## src/rtl/dmac_pkg.sv

```systemverilog
// dmac_pkg: shared types and AXI constants for the DMA channel engines.
package dmac_pkg;

    typedef enum logic [1:0] {IDLE, AW, W, B} dmac_state_t;

    localparam logic [2:0] AXI_SIZE_4B    = 3'b010;
    localparam logic [1:0] AXI_BURST_INCR = 2'b01;
    localparam logic [1:0] AXI_RESP_OKAY  = 2'b00;
    localparam int         MAX_BURST_DEF  = 16;
    localparam int         PAGE_BYTES     = 4096;

endpackage

```

## src/rtl/dmac_wr_engine_if.sv

```systemverilog
// dmac_wr_engine_if: AXI3 write-channel bundle (AW/W/B) between the write engine and the slave.
interface dmac_wr_engine_if #(
    parameter int ADDR_WIDTH = 32,
    parameter int DATA_WIDTH = 32
);
    logic [3:0]            awid_o;
    logic [ADDR_WIDTH-1:0] awaddr_o;
    logic [3:0]            awlen_o;
    logic [2:0]            awsize_o;
    logic [1:0]            awburst_o;
    logic                  awvalid_o;
    logic                  awready_i;
    logic [3:0]            wid_o;
    logic [DATA_WIDTH-1:0] wdata_o;
    logic [3:0]            wstrb_o;
    logic                  wlast_o;
    logic                  wvalid_o;
    logic                  wready_i;
    logic [3:0]            bid_i;
    logic [1:0]            bresp_i;
    logic                  bvalid_i;
    logic                  bready_o;

    modport master (
        output awid_o, awaddr_o, awlen_o, awsize_o, awburst_o, awvalid_o,
        output wid_o, wdata_o, wstrb_o, wlast_o, wvalid_o, bready_o,
        input  awready_i, wready_i, bid_i, bresp_i, bvalid_i
    );

    modport slave (
        input  awid_o, awaddr_o, awlen_o, awsize_o, awburst_o, awvalid_o,
        input  wid_o, wdata_o, wstrb_o, wlast_o, wvalid_o, bready_o,
        output awready_i, wready_i, bid_i, bresp_i, bvalid_i
    );
endinterface

```

## src/rtl/dmac_burst_calc.sv

```systemverilog
// dmac_burst_calc: beats in the next burst = min(remaining, MAX_BURST, beats left in the 4 KB page).
module dmac_burst_calc
    import dmac_pkg::*;
#(
    parameter int REM_WIDTH = 14,
    parameter int MAX_BURST = MAX_BURST_DEF
) (
    input  logic [11:0]          i_page_off,
    input  logic [REM_WIDTH-1:0] i_rem,
    output logic [4:0]           o_blen
);
    logic [10:0] w_to_page;
    logic [4:0]  w_cap;

    // 1..1024 beats remain in the page since addresses are word aligned
    assign w_to_page = 11'((13'(PAGE_BYTES) - {1'b0, i_page_off}) >> 2);
    assign w_cap     = (w_to_page < 11'(MAX_BURST)) ? w_to_page[4:0] : 5'(MAX_BURST);
    assign o_blen    = (i_rem < REM_WIDTH'(w_cap)) ? i_rem[4:0] : w_cap;
endmodule

```

## src/rtl/dmac_wr_engine.sv

```systemverilog
// dmac_wr_engine: drains the channel FIFO into AXI3 INCR write bursts, one burst outstanding at a time.
module dmac_wr_engine
    import dmac_pkg::*;
#(
    parameter int ADDR_WIDTH = 32,
    parameter int DATA_WIDTH = 32,
    parameter int LEN_WIDTH  = 16,
    parameter int ID         = 0,
    parameter int MAX_BURST  = MAX_BURST_DEF
) (
    input  logic                  clk,
    input  logic                  rst,
    input  logic                  start_i,
    input  logic [ADDR_WIDTH-1:0] dst_addr_i,
    input  logic [LEN_WIDTH-1:0]  byte_len_i,
    output logic                  busy_o,
    output logic                  done_o,
    output logic                  err_o,
    input  logic                  fifo_empty_i,
    output logic                  fifo_rden_o,
    input  logic [DATA_WIDTH-1:0] fifo_rdata_i,
    dmac_wr_engine_if.master      axi
);
    localparam int RW = LEN_WIDTH - 2;

    dmac_state_t           r_state, w_next;
    logic [ADDR_WIDTH-1:0] r_addr, w_src_addr;
    logic [RW-1:0]         r_rem, w_src_rem;
    logic [4:0]            r_blen, r_beat, w_blen;
    logic                  r_err, r_done;
    logic                  w_aw_hs, w_w_hs, w_b_hs, w_last;

    // In IDLE the calculator sees the new request; in B it sees the post-burst address/remainder
    assign w_src_addr = (r_state == IDLE) ? dst_addr_i : r_addr + ADDR_WIDTH'({r_blen, 2'b00});
    assign w_src_rem  = (r_state == IDLE) ? byte_len_i[LEN_WIDTH-1:2] : r_rem - RW'(r_blen);

    dmac_burst_calc #(.REM_WIDTH(RW), .MAX_BURST(MAX_BURST)) u_calc (
        .i_page_off (w_src_addr[11:0]),
        .i_rem      (w_src_rem),
        .o_blen     (w_blen)
    );

    assign w_aw_hs = axi.awvalid_o & axi.awready_i;
    assign w_w_hs  = axi.wvalid_o & axi.wready_i;
    assign w_b_hs  = axi.bready_o & axi.bvalid_i;
    assign w_last  = r_beat == r_blen - 5'd1;

    always_ff @(posedge clk or posedge rst) begin
        if (rst) r_state <= IDLE;
        else     r_state <= w_next;
    end

    always_comb begin
        w_next        = r_state;
        busy_o        = r_state != IDLE;
        done_o        = r_done;
        err_o         = r_err;
        axi.awid_o    = 4'(ID);
        axi.awaddr_o  = r_addr;
        axi.awlen_o   = 4'(r_blen - 5'd1);
        axi.awsize_o  = AXI_SIZE_4B;
        axi.awburst_o = AXI_BURST_INCR;
        axi.awvalid_o = r_state == AW;
        axi.wid_o     = 4'(ID);
        axi.wdata_o   = fifo_rdata_i;
        axi.wstrb_o   = 4'hF;
        axi.wvalid_o  = (r_state == W) & ~fifo_empty_i;
        axi.wlast_o   = axi.wvalid_o & w_last;
        axi.bready_o  = r_state == B;
        fifo_rden_o   = axi.wvalid_o & axi.wready_i;
        case (r_state)
            IDLE: w_next = (start_i && w_src_rem != '0) ? AW : IDLE;
            AW:   w_next = w_aw_hs ? W : AW;
            W:    w_next = (w_w_hs && w_last) ? B : W;
            B:    w_next = w_b_hs ? ((w_src_rem == '0) ? IDLE : AW) : B;
            default: w_next = IDLE;
        endcase
    end

    always_ff @(posedge clk or posedge rst) begin
        if (rst) begin
            r_addr <= '0;
            r_rem  <= '0;
            r_blen <= '0;
            r_beat <= '0;
            r_err  <= 1'b0;
            r_done <= 1'b0;
        end else begin
            r_done <= 1'b0;
            case (r_state)
                IDLE: if (start_i) begin
                    r_addr <= dst_addr_i;
                    r_rem  <= w_src_rem;
                    r_blen <= w_blen;
                    r_beat <= '0;
                    r_err  <= 1'b0;
                    r_done <= w_src_rem == '0;
                end
                AW: if (w_aw_hs) r_beat <= '0;
                W:  if (w_w_hs) r_beat <= r_beat + 5'd1;
                B:  if (w_b_hs) begin
                    r_err  <= r_err | (axi.bresp_i != AXI_RESP_OKAY);
                    r_addr <= w_src_addr;
                    r_rem  <= w_src_rem;
                    r_blen <= w_blen;
                    r_done <= w_src_rem == '0;
                end
                default: ;
            endcase
        end
    end
endmodule
```

## src/flat_wrapper.sv

```systemverilog
// flat-port wrapper written by rule: the top's interface ports become plain ports
module dmac_wr_engine_flat import dmac_pkg::*;
#(
    parameter int ADDR_WIDTH = 32,
    parameter int DATA_WIDTH = 32,
    parameter int LEN_WIDTH  = 16,
    parameter int ID         = 0,
    parameter int MAX_BURST  = MAX_BURST_DEF
)
  (clk, rst, start_i, dst_addr_i, byte_len_i, busy_o, done_o, err_o, fifo_empty_i, fifo_rden_o, fifo_rdata_i, axi_awid_o, axi_awaddr_o, axi_awlen_o, axi_awsize_o, axi_awburst_o, axi_awvalid_o, axi_wid_o, axi_wdata_o, axi_wstrb_o, axi_wlast_o, axi_wvalid_o, axi_bready_o, axi_awready_i, axi_wready_i, axi_bid_i, axi_bresp_i, axi_bvalid_i);
  dmac_wr_engine_if #(.ADDR_WIDTH(ADDR_WIDTH), .DATA_WIDTH(DATA_WIDTH)) axi_i ();
  input  logic clk;
  input  logic rst;
  input  logic start_i;
  input  logic [ADDR_WIDTH-1:0] dst_addr_i;
  input  logic [LEN_WIDTH-1:0] byte_len_i;
  output logic busy_o;
  output logic done_o;
  output logic err_o;
  input  logic fifo_empty_i;
  output logic fifo_rden_o;
  input  logic [DATA_WIDTH-1:0] fifo_rdata_i;
  output wire logic [$bits(axi_i.awid_o)-1:0] axi_awid_o;
  output wire logic [$bits(axi_i.awaddr_o)-1:0] axi_awaddr_o;
  output wire logic [$bits(axi_i.awlen_o)-1:0] axi_awlen_o;
  output wire logic [$bits(axi_i.awsize_o)-1:0] axi_awsize_o;
  output wire logic [$bits(axi_i.awburst_o)-1:0] axi_awburst_o;
  output wire logic [$bits(axi_i.awvalid_o)-1:0] axi_awvalid_o;
  output wire logic [$bits(axi_i.wid_o)-1:0] axi_wid_o;
  output wire logic [$bits(axi_i.wdata_o)-1:0] axi_wdata_o;
  output wire logic [$bits(axi_i.wstrb_o)-1:0] axi_wstrb_o;
  output wire logic [$bits(axi_i.wlast_o)-1:0] axi_wlast_o;
  output wire logic [$bits(axi_i.wvalid_o)-1:0] axi_wvalid_o;
  output wire logic [$bits(axi_i.bready_o)-1:0] axi_bready_o;
  input wire logic [$bits(axi_i.awready_i)-1:0] axi_awready_i;
  input wire logic [$bits(axi_i.wready_i)-1:0] axi_wready_i;
  input wire logic [$bits(axi_i.bid_i)-1:0] axi_bid_i;
  input wire logic [$bits(axi_i.bresp_i)-1:0] axi_bresp_i;
  input wire logic [$bits(axi_i.bvalid_i)-1:0] axi_bvalid_i;
  assign axi_awid_o = axi_i.awid_o;
  assign axi_awaddr_o = axi_i.awaddr_o;
  assign axi_awlen_o = axi_i.awlen_o;
  assign axi_awsize_o = axi_i.awsize_o;
  assign axi_awburst_o = axi_i.awburst_o;
  assign axi_awvalid_o = axi_i.awvalid_o;
  assign axi_wid_o = axi_i.wid_o;
  assign axi_wdata_o = axi_i.wdata_o;
  assign axi_wstrb_o = axi_i.wstrb_o;
  assign axi_wlast_o = axi_i.wlast_o;
  assign axi_wvalid_o = axi_i.wvalid_o;
  assign axi_bready_o = axi_i.bready_o;
  assign axi_i.awready_i = axi_awready_i;
  assign axi_i.wready_i = axi_wready_i;
  assign axi_i.bid_i = axi_bid_i;
  assign axi_i.bresp_i = axi_bresp_i;
  assign axi_i.bvalid_i = axi_bvalid_i;
  dmac_wr_engine #(.ADDR_WIDTH(ADDR_WIDTH), .DATA_WIDTH(DATA_WIDTH), .LEN_WIDTH(LEN_WIDTH), .ID(ID), .MAX_BURST(MAX_BURST)) u_core (.clk(clk), .rst(rst), .start_i(start_i), .dst_addr_i(dst_addr_i), .byte_len_i(byte_len_i), .busy_o(busy_o), .done_o(done_o), .err_o(err_o), .fifo_empty_i(fifo_empty_i), .fifo_rden_o(fifo_rden_o), .fifo_rdata_i(fifo_rdata_i), .axi(axi_i));
endmodule
```

## config.mk

```make
export PLATFORM = sky130hd
export DESIGN_NAME = dmac_wr_engine_flat
export DESIGN_NICKNAME = d
export VERILOG_FILES = /design/src/rtl/dmac_pkg.sv /design/src/rtl/dmac_wr_engine_if.sv /design/src/rtl/dmac_burst_calc.sv /design/src/rtl/dmac_wr_engine.sv /design/src/flat_wrapper.sv
export SDC_FILE = /design/constraint.sdc
export NUM_CORES = 1
export LEC_CHECK = 0
export CAP_MARGIN = 0
export CORE_ASPECT_RATIO = 0.8
export CORE_MARGIN = 4
export CORE_UTILIZATION = 41
export CTS_CLUSTER_DIAMETER = 50
export DETAILED_ROUTE_END_ITERATION = 16
export HOLD_SLACK_MARGIN = 0.06
export PLACE_DENSITY = 0.82
export SYNTH_ARGS = -nofsm -noshare
export SYNTH_HDL_FRONTEND = slang
export SYNTH_SLANG_ARGS = --single-unit
```

## constraint.sdc

```tcl
create_clock -name clk -period 3.65 [get_ports clk]
set_input_delay 0.73 -clock clk [delete_from_list [all_inputs] [get_ports clk]]
set_output_delay 0.73 -clock clk [all_outputs]
set_load 0.02 [all_outputs]
```

==> results.sh, run 1 <==
export IMPL_slew_violations=0
export IMPL_vdd_drop_max_uv=392
export IMPL_worst_pin_slew_ns=1.17
export IMPL_cts_buffers=9
export IMPL_m1WireLength_um=6690
export IMPL_die_height_um=107
export IMPL_cp_max_fo=2
export IMPL_cts_root_buffer="clkbuf_16"
export IMPL_post_dp_cell_area_mm2=0.00611
export IMPL_diodes=0
export IMPL_grt_max_degree=42
export IMPL_die_x_um=132
export IMPL_dp_final_hpwl_um=10600
export IMPL_finClkSkew_ns=0.00659
export IMPL_path_cells="ha_2 > inv_1 > fa_2 > nor3b_1 > a21oi_1 > or2_2 > buf_4 > xnor2_2 > nand2b_4 > ha_1 > a21o_1 > nand2_2 > o21ba_4 > nand4_4 > or4b_4 > o211a_1"
export IMPL_cts_max_level=3
export IMPL_instances_no_fill=880
export IMPL_cts_tree="done"
export IMPL_fin_crit_sh_pct=101
export IMPL_setup_slack_ns=-0.0229
export IMPL_seq_area_mm2=0.00150
export IMPL_row_count=35
export IMPL_r2r_start="u_core.r_blen[0]"
export IMPL_cts_buffer_depth=2
export IMPL_wl_per_cell_um=16.3
export IMPL_synth_avg_cell_area_um2=7.75
export IMPL_num_fill_cells=1027
export IMPL_clock_sinks=60
export IMPL_synthesis_area_mm2=0.00502
export IMPL_antenna_found_initial=0
export IMPL_fp_dieArea_mm2=0.0141
export IMPL_startpoint_type="flop"
export IMPL_areaGrowthSynthToFinish_pct=29.4
export IMPL_cpPeakStageDelay_ns=0.58
export IMPL_hold_path_class="reg -> reg"
export IMPL_crit_path_end="u_core.r_blen[4]"
export IMPL_layout_drive_gt1_share_pct=12.7
export IMPL_ios=186
export IMPL_vias_per_cell=5.71
export IMPL_dr_max_layer_used="met4"
export IMPL_dp_cells=863
export IMPL_met3_length_um=747
export IMPL_required_ns=3.87
export IMPL_critical_path_class="reg -> reg"
export IMPL_critPathCaptureType="flop"
export IMPL_setup_viol=1
export IMPL_critPathLaunch="u_core.r_blen[0]"
export IMPL_yosysTopAreaCellShare_pct=29.9
export IMPL_drc=0
export IMPL_clock_latency_ns=0.34
export IMPL_wl_met2_um=6690
export IMPL_synth_distinct_cells=74
export IMPL_synthArstFlopShare_pct=100
export IMPL_grt_pass1_vias=4689
export IMPL_worstRegToRegCells=16
export IMPL_route_final_wire_length_um=14400
export IMPL_power_leakage_uw=0.00265
export IMPL_yosysSeqAreaShare_pct=29.9
export IMPL_power_density_mw_per_mm2=1040
export IMPL_synth_area_leaders="dfrtp_1, buf_4, nand2_1"
export IMPL_yosysWarnings=0
export IMPL_gp_congestion=0.900
export IMPL_fmax_mhz=272
export IMPL_grt_use_total_pct=19.7
export IMPL_drtPass1Iterations=5
export IMPL_port_buffers=98
export IMPL_post_route_min_period_ns=3.67
export IMPL_violations="negative setup slack"
export IMPL_yosys_cell_count_top_type="nand2_1"
export IMPL_path_clk_slew_ns=0.06
export IMPL_ys_ff_latch=60
export IMPL_ant_nets=0
export IMPL_gr_total_overflow=0
export IMPL_multi_input_area_mm2=0.00315
export IMPL_synth_top_area_cell="dfrtp_1"
export IMPL_grt_pass1_wl_um=22800
export IMPL_ys_flop_type="dfrtp_1"
export IMPL_num_nets_final=842
export IMPL_netlist_top_cells_count="nand2_1, dfrtp_1, a21oi_1, nor2_1, o21ai_0"
export IMPL_slew_headroom_pct=22.1
export IMPL_core_area_mm2=0.0117
export IMPL_status="finished, violations left"
export IMPL_drtIter0Drc=365
export IMPL_synth_edf_count=0
export IMPL_fin_area_mm2=0.00649
export IMPL_syn_inst=647
export IMPL_initial_utilization_pct=42.8
export IMPL_maxCapViolations=0
export IMPL_slowest_stage="fa_2"
export IMPL_worstPathArrival_ns=3.89
export IMPL_rsz0062_at_grt="true"
export IMPL_r2r_end="u_core.r_blen[4]"
export IMPL_num_vias=5028
export IMPL_reg2reg_setup_slack_ns=-0.02
export IMPL_hold_violations=0
==> per-stage QoR <==
step | total power, uW | hold WS (ns) | setup slack (ns) | utilization (%) | TNS (ns)
floorplan | 4210 | 0.450 | 0.000920 | - | 0
global placement | 5550 | 0.469 | 0.0285 | 52.0 | 0
detailed placement | 5650 | 0.479 | -0.0306 | 52.0 | -0.0306
CTS | 6610 | 0.491 | 0.0207 | 55.0 | 0
global route | 7230 | 0.521 | -0.120 | 55.3 | -0.248
finish | 6720 | 0.493 | -0.0229 | 55.3 | -0.0229
==> layer usage <==
layer  GRT usage [%]  vias to the layer above
met5               0                        -
met4            5.92                        0
met3            4.22                       24
met2            30.8                      199
met1            27.4                     2378
li1                -                     2427
==> how the worst min path moves through the flow <==
stage               startpoint         endpoint  slack, ns  cells past startpoint
6_report       u_core.r_rem[3]  u_core.r_rem[3]       0.49                      1
5_1_grt        u_core.r_rem[2]  u_core.r_rem[2]       0.52                      2
4_1_cts        u_core.r_rem[3]  u_core.r_rem[3]       0.49                      1
3_5_place_dp   u_core.r_rem[3]  u_core.r_rem[3]       0.48                      1
3_3_place_gp   u_core.r_rem[3]  u_core.r_rem[3]       0.47                      1
2_1_floorplan  u_core.r_rem[2]  u_core.r_rem[2]       0.45                      2
==> cells in the final DEF (no fill, tap or decap), types with 4 or more instances in the layout <==
cell type,synthesis,layout
mux2_2,4,4
o22ai_1,13,13
nand2_1,78,77
a21oi_1,58,57
dfrtp_1,60,59
or3_1,5,5
nand4_1,10,10
nand3_1,20,20
clkbuf_16,0,9
o21ai_0,56,55
a31oi_1,4,4
inv_1,26,25
clkinvlp_4,0,5
mux2i_1,4,4
ha_1,20,17
xnor2_1,10,7
nor2_1,58,58
buf_4,49,34
nor3b_1,4,4
o211ai_1,10,10
nor2b_1,8,6
clkdlybuf4s50_1,0,98
a21o_1,8,8
conb_1,2,17
nor3_1,20,20
xor2_1,7,7
a2bb2oi_1,6,6
==> timing repair <==
| item | 4_1_cts | 5_1_grt |
|---|---|---|
| buffers inserted | 1 | 0 |
| setup endpoints to repair | 1 | 1 |
| gates resized for setup | 5 | 7 |
| pin swaps | 2 | 3 |
| hold buffers | 0 | 0 |
==> cell type report <==
class | count | share of cell area [%]
repair buffers | 133 | 19.3
flip-flops and latches | 60 | 23.1
clock inverters | 7 | 1.18
well taps | 148 | 2.85
multi-input cells | 496 | 48.5
inverters | 27 | 1.56
clock buffers | 9 | 3.47
==> report_power, final <==
group	leakage [uW]	internal [uW]	switching, uW
combinational	0.00181	1920	2630
sequential	0.000719	974	335
clock	0.000130	530	339
total	0.00265	3420	3300
==> flip-flops by register name (all words and copies together) (netlist names) <==
register / cells
u_core.r_state: 2
u_core.r_beat: 5
u_core.err_o: 1
u_core.done_o: 1
u_core.r_rem: 14
u_core.axi.awaddr_o: 32
u_core.r_blen: 5
==> cells by family after synthesis <==
group	count (synthesis)	synth area share (%)
AND/OR/NAND/NOR	233	22.4
buffers and inverters	106	11.7
flip-flops	60	29.9
other	2	0.150
XOR/XNOR	17	2.97
multiplexers	8	1.70
AO/OA/AOI/OAI	199	25.4
adder cells (fa/ha/maj)	22	5.79
==> worst max-delay path, delay by kind of cell (launching register included) <==
kind	cells	cell delay (ns)
flip-flops	1	0.36
adder cells (fa/ha/maj)	3	0.94
AO/OA/AOI/OAI	4	0.52
AND/OR/NAND/NOR	6	1.34
buffers and inverters	2	0.21
XOR/XNOR	1	0.18
Note: power is estimated with default switching activity, not from simulation.
==> run 2, diff against run 1 <==
--- a/config.mk
+++ b/config.mk
@@ -15,2 +15,3 @@
 export PLACE_DENSITY = 0.82
+export RECOVER_POWER = 50
 export SYNTH_ARGS = -nofsm -noshare
--- a/constraint.sdc
+++ b/constraint.sdc
@@ -3,2 +3,2 @@
 set_output_delay 0.73 -clock clk [all_outputs]
-set_load 0.02 [all_outputs]
+set_load 0.01 [all_outputs]
==> results.sh, run 2 (synthesis results as in run 1) <==
export IMPL_grt_use_total_pct=19.6
export IMPL_setup_viol=0
export IMPL_instances_no_fill=884
export IMPL_route_final_wire_length_um=14200
export IMPL_ios=186
export IMPL_critPathBufInv=1
export IMPL_vdd_drop_max_uv=373
export IMPL_dp_final_hpwl_um=10600
export IMPL_cts_root_buffer="clkbuf_16"
export IMPL_vias_per_cell=5.59
export IMPL_grt_pass1_vias=4584
export IMPL_layout_drive_gt1_share_pct=12.5
export IMPL_post_route_min_period_ns=3.57
export IMPL_drtPass1Iterations=5
export IMPL_antenna_found_initial=0
export IMPL_drc=0
export IMPL_status="completed"
export IMPL_critPathCaptureType="flop"
export IMPL_hold_path_class="reg -> reg"
export IMPL_areaGrowthSynthToFinish_pct=29.8
export IMPL_die_height_um=107
export IMPL_power_density_mw_per_mm2=1010
export IMPL_drtIter0Drc=349
export IMPL_core_area_mm2=0.0117
export IMPL_cts_buffers=9
export IMPL_dpl_worst_slack_ns=-0.0496
export IMPL_path_cells="ha_2 > inv_1 > fa_2 > nand2b_4 > o2bb2ai_4 > or4b_4 > o2111ai_4 > a31oi_4 > nand2b_1 > ha_1 > a21o_1 > nand2_2 > o21ba_4 > nand4_4 > or4b_1 > o211a_1"
export IMPL_ant_nets=0
export IMPL_cpPeakStageDelay_ns=0.53
export IMPL_dp_cells=866
export IMPL_grt_max_degree=41
export IMPL_final_common_cell="clkdlybuf4s50_1"
export IMPL_fp_dieArea_mm2=0.0141
export IMPL_wl_per_cell_um=16.0
export IMPL_fmax_mhz=280
export IMPL_cts_tree="done"
export IMPL_startpoint_type="flop"
export IMPL_slew_violations=0
export IMPL_maxCapViolations=0
export IMPL_gp_congestion=0.904
export IMPL_rsz0062_at_grt="true"
export IMPL_clock_latency_ns=0.33
export IMPL_row_count=35
export IMPL_power_leakage_uw=0.00268
export IMPL_path_clk_slew_ns=0.05
export IMPL_layout_common_cells="clkdlybuf4s50_1, nand2_1, dfrtp_1"
export IMPL_num_fill_cells=1082
export IMPL_setup_slack_ns=0.0790
export IMPL_slew_headroom_pct=3.60
export IMPL_fin_crit_sh_pct=97.8
export IMPL_slowest_stage="or4b_1"
export IMPL_hold_buffers=0
export IMPL_path_delay_family="simple AND/OR/NAND/NOR gates"
export IMPL_num_vias=4939
export IMPL_critical_path_class="reg -> reg"
export IMPL_grt_pass1_wl_um=22800
export IMPL_worst_pin_slew_ns=1.45
export IMPL_worstPathArrival_ns=3.79
export IMPL_hold_violations=0
export IMPL_p_total_uw=6580
export IMPL_port_buffers=98
export IMPL_cp_max_fo=5
export IMPL_gr_total_overflow=0
export IMPL_cts_buffer_depth=2
export IMPL_cts_max_level=3
export IMPL_clock_sinks=60
export IMPL_required_ns=3.87
export IMPL_diodes=0
export IMPL_num_nets_final=847
export IMPL_largest_reg_flops=32
export IMPL_initial_utilization_pct=42.8
export IMPL_finClkSkew_ns=0.00431
export IMPL_die_x_um=132
==> run 2: cell count changes in the layout (fill, tap and decap cells not counted), sizes merged <==
| cell | delta |
|---|---|
| clkinvlp | -4 |
| dlygate4sd3 | +5 |
| bufinv | +1 |
| clkdlybuf4s50 | -5 |
| inv | -1 |
| clkbuf | +3 |
| clkinv | +2 |
| buf | +3 |
==> run 2: worst paths after layout <==
check | startpoint | end | slack [ns] | cells past startpoint
worst max-delay path | u_core.r_blen[0] | u_core.r_blen[4] | 0.08 | 16
worst min-delay path | u_core.err_o | u_core.err_o | 0.49 | 1
worst max register to register | u_core.r_blen[0] | u_core.r_blen[4] | 0.08 | 16
worst min register to register | u_core.err_o | u_core.err_o | 0.49 | 1
max in group asynchronous | rst | u_core.axi.awaddr_o[6] | 0.88 | 3
min in group asynchronous | rst | u_core.r_rem[12] | 0.97 | 2
==> run 2: power by group <==
| part | total [uW] | switching (uW) | internal [uW] | leakage [uW] |
|---|---|---|---|---|
| clock | 899 | 308 | 591 | 0.000148 |
| sequential | 1310 | 335 | 973 | 0.000720 |
| combinational | 4370 | 2430 | 1940 | 0.00181 |
==> run 2: layout make-up <==
cell class	instances	area (um2)	area share, %
multi-input combinational	496	3150	48.3
sequential	60	1500	23.1
timing repair buffer	138	1270	19.6
clock buffer	10	229	3.52
tap	148	185	2.84
inverter	27	101	1.56
clock inverter	5	77.6	1.19
==> run 2: repair_timing <==
item                                    CTS  global route
endpoints found under the setup margin    1             5
pin swaps                                 1             2
setup buffers                             2             1
gates resized for setup                   3            10
==> run 2: layer usage <==
metal	global-route usage, %	routed length, um
met3	4.13	738
met5	0	0
met2	30.9	6670
met1	27.4	6630
met4	5.25	125
==> run 2: per-stage QoR <==
step	utilization, %	hold slack, ns	instance area [um2]	TNS, ns
3_5_place_dp	52.1	0.470	6120	-0.0496
6_report	55.5	0.492	6510	0
4_1_cts	55.0	0.489	6460	0
3_3_place_gp	52.1	0.466	6120	0
2_1_floorplan	-	0.450	5140	0
5_1_grt	55.5	0.526	6510	-0.0659
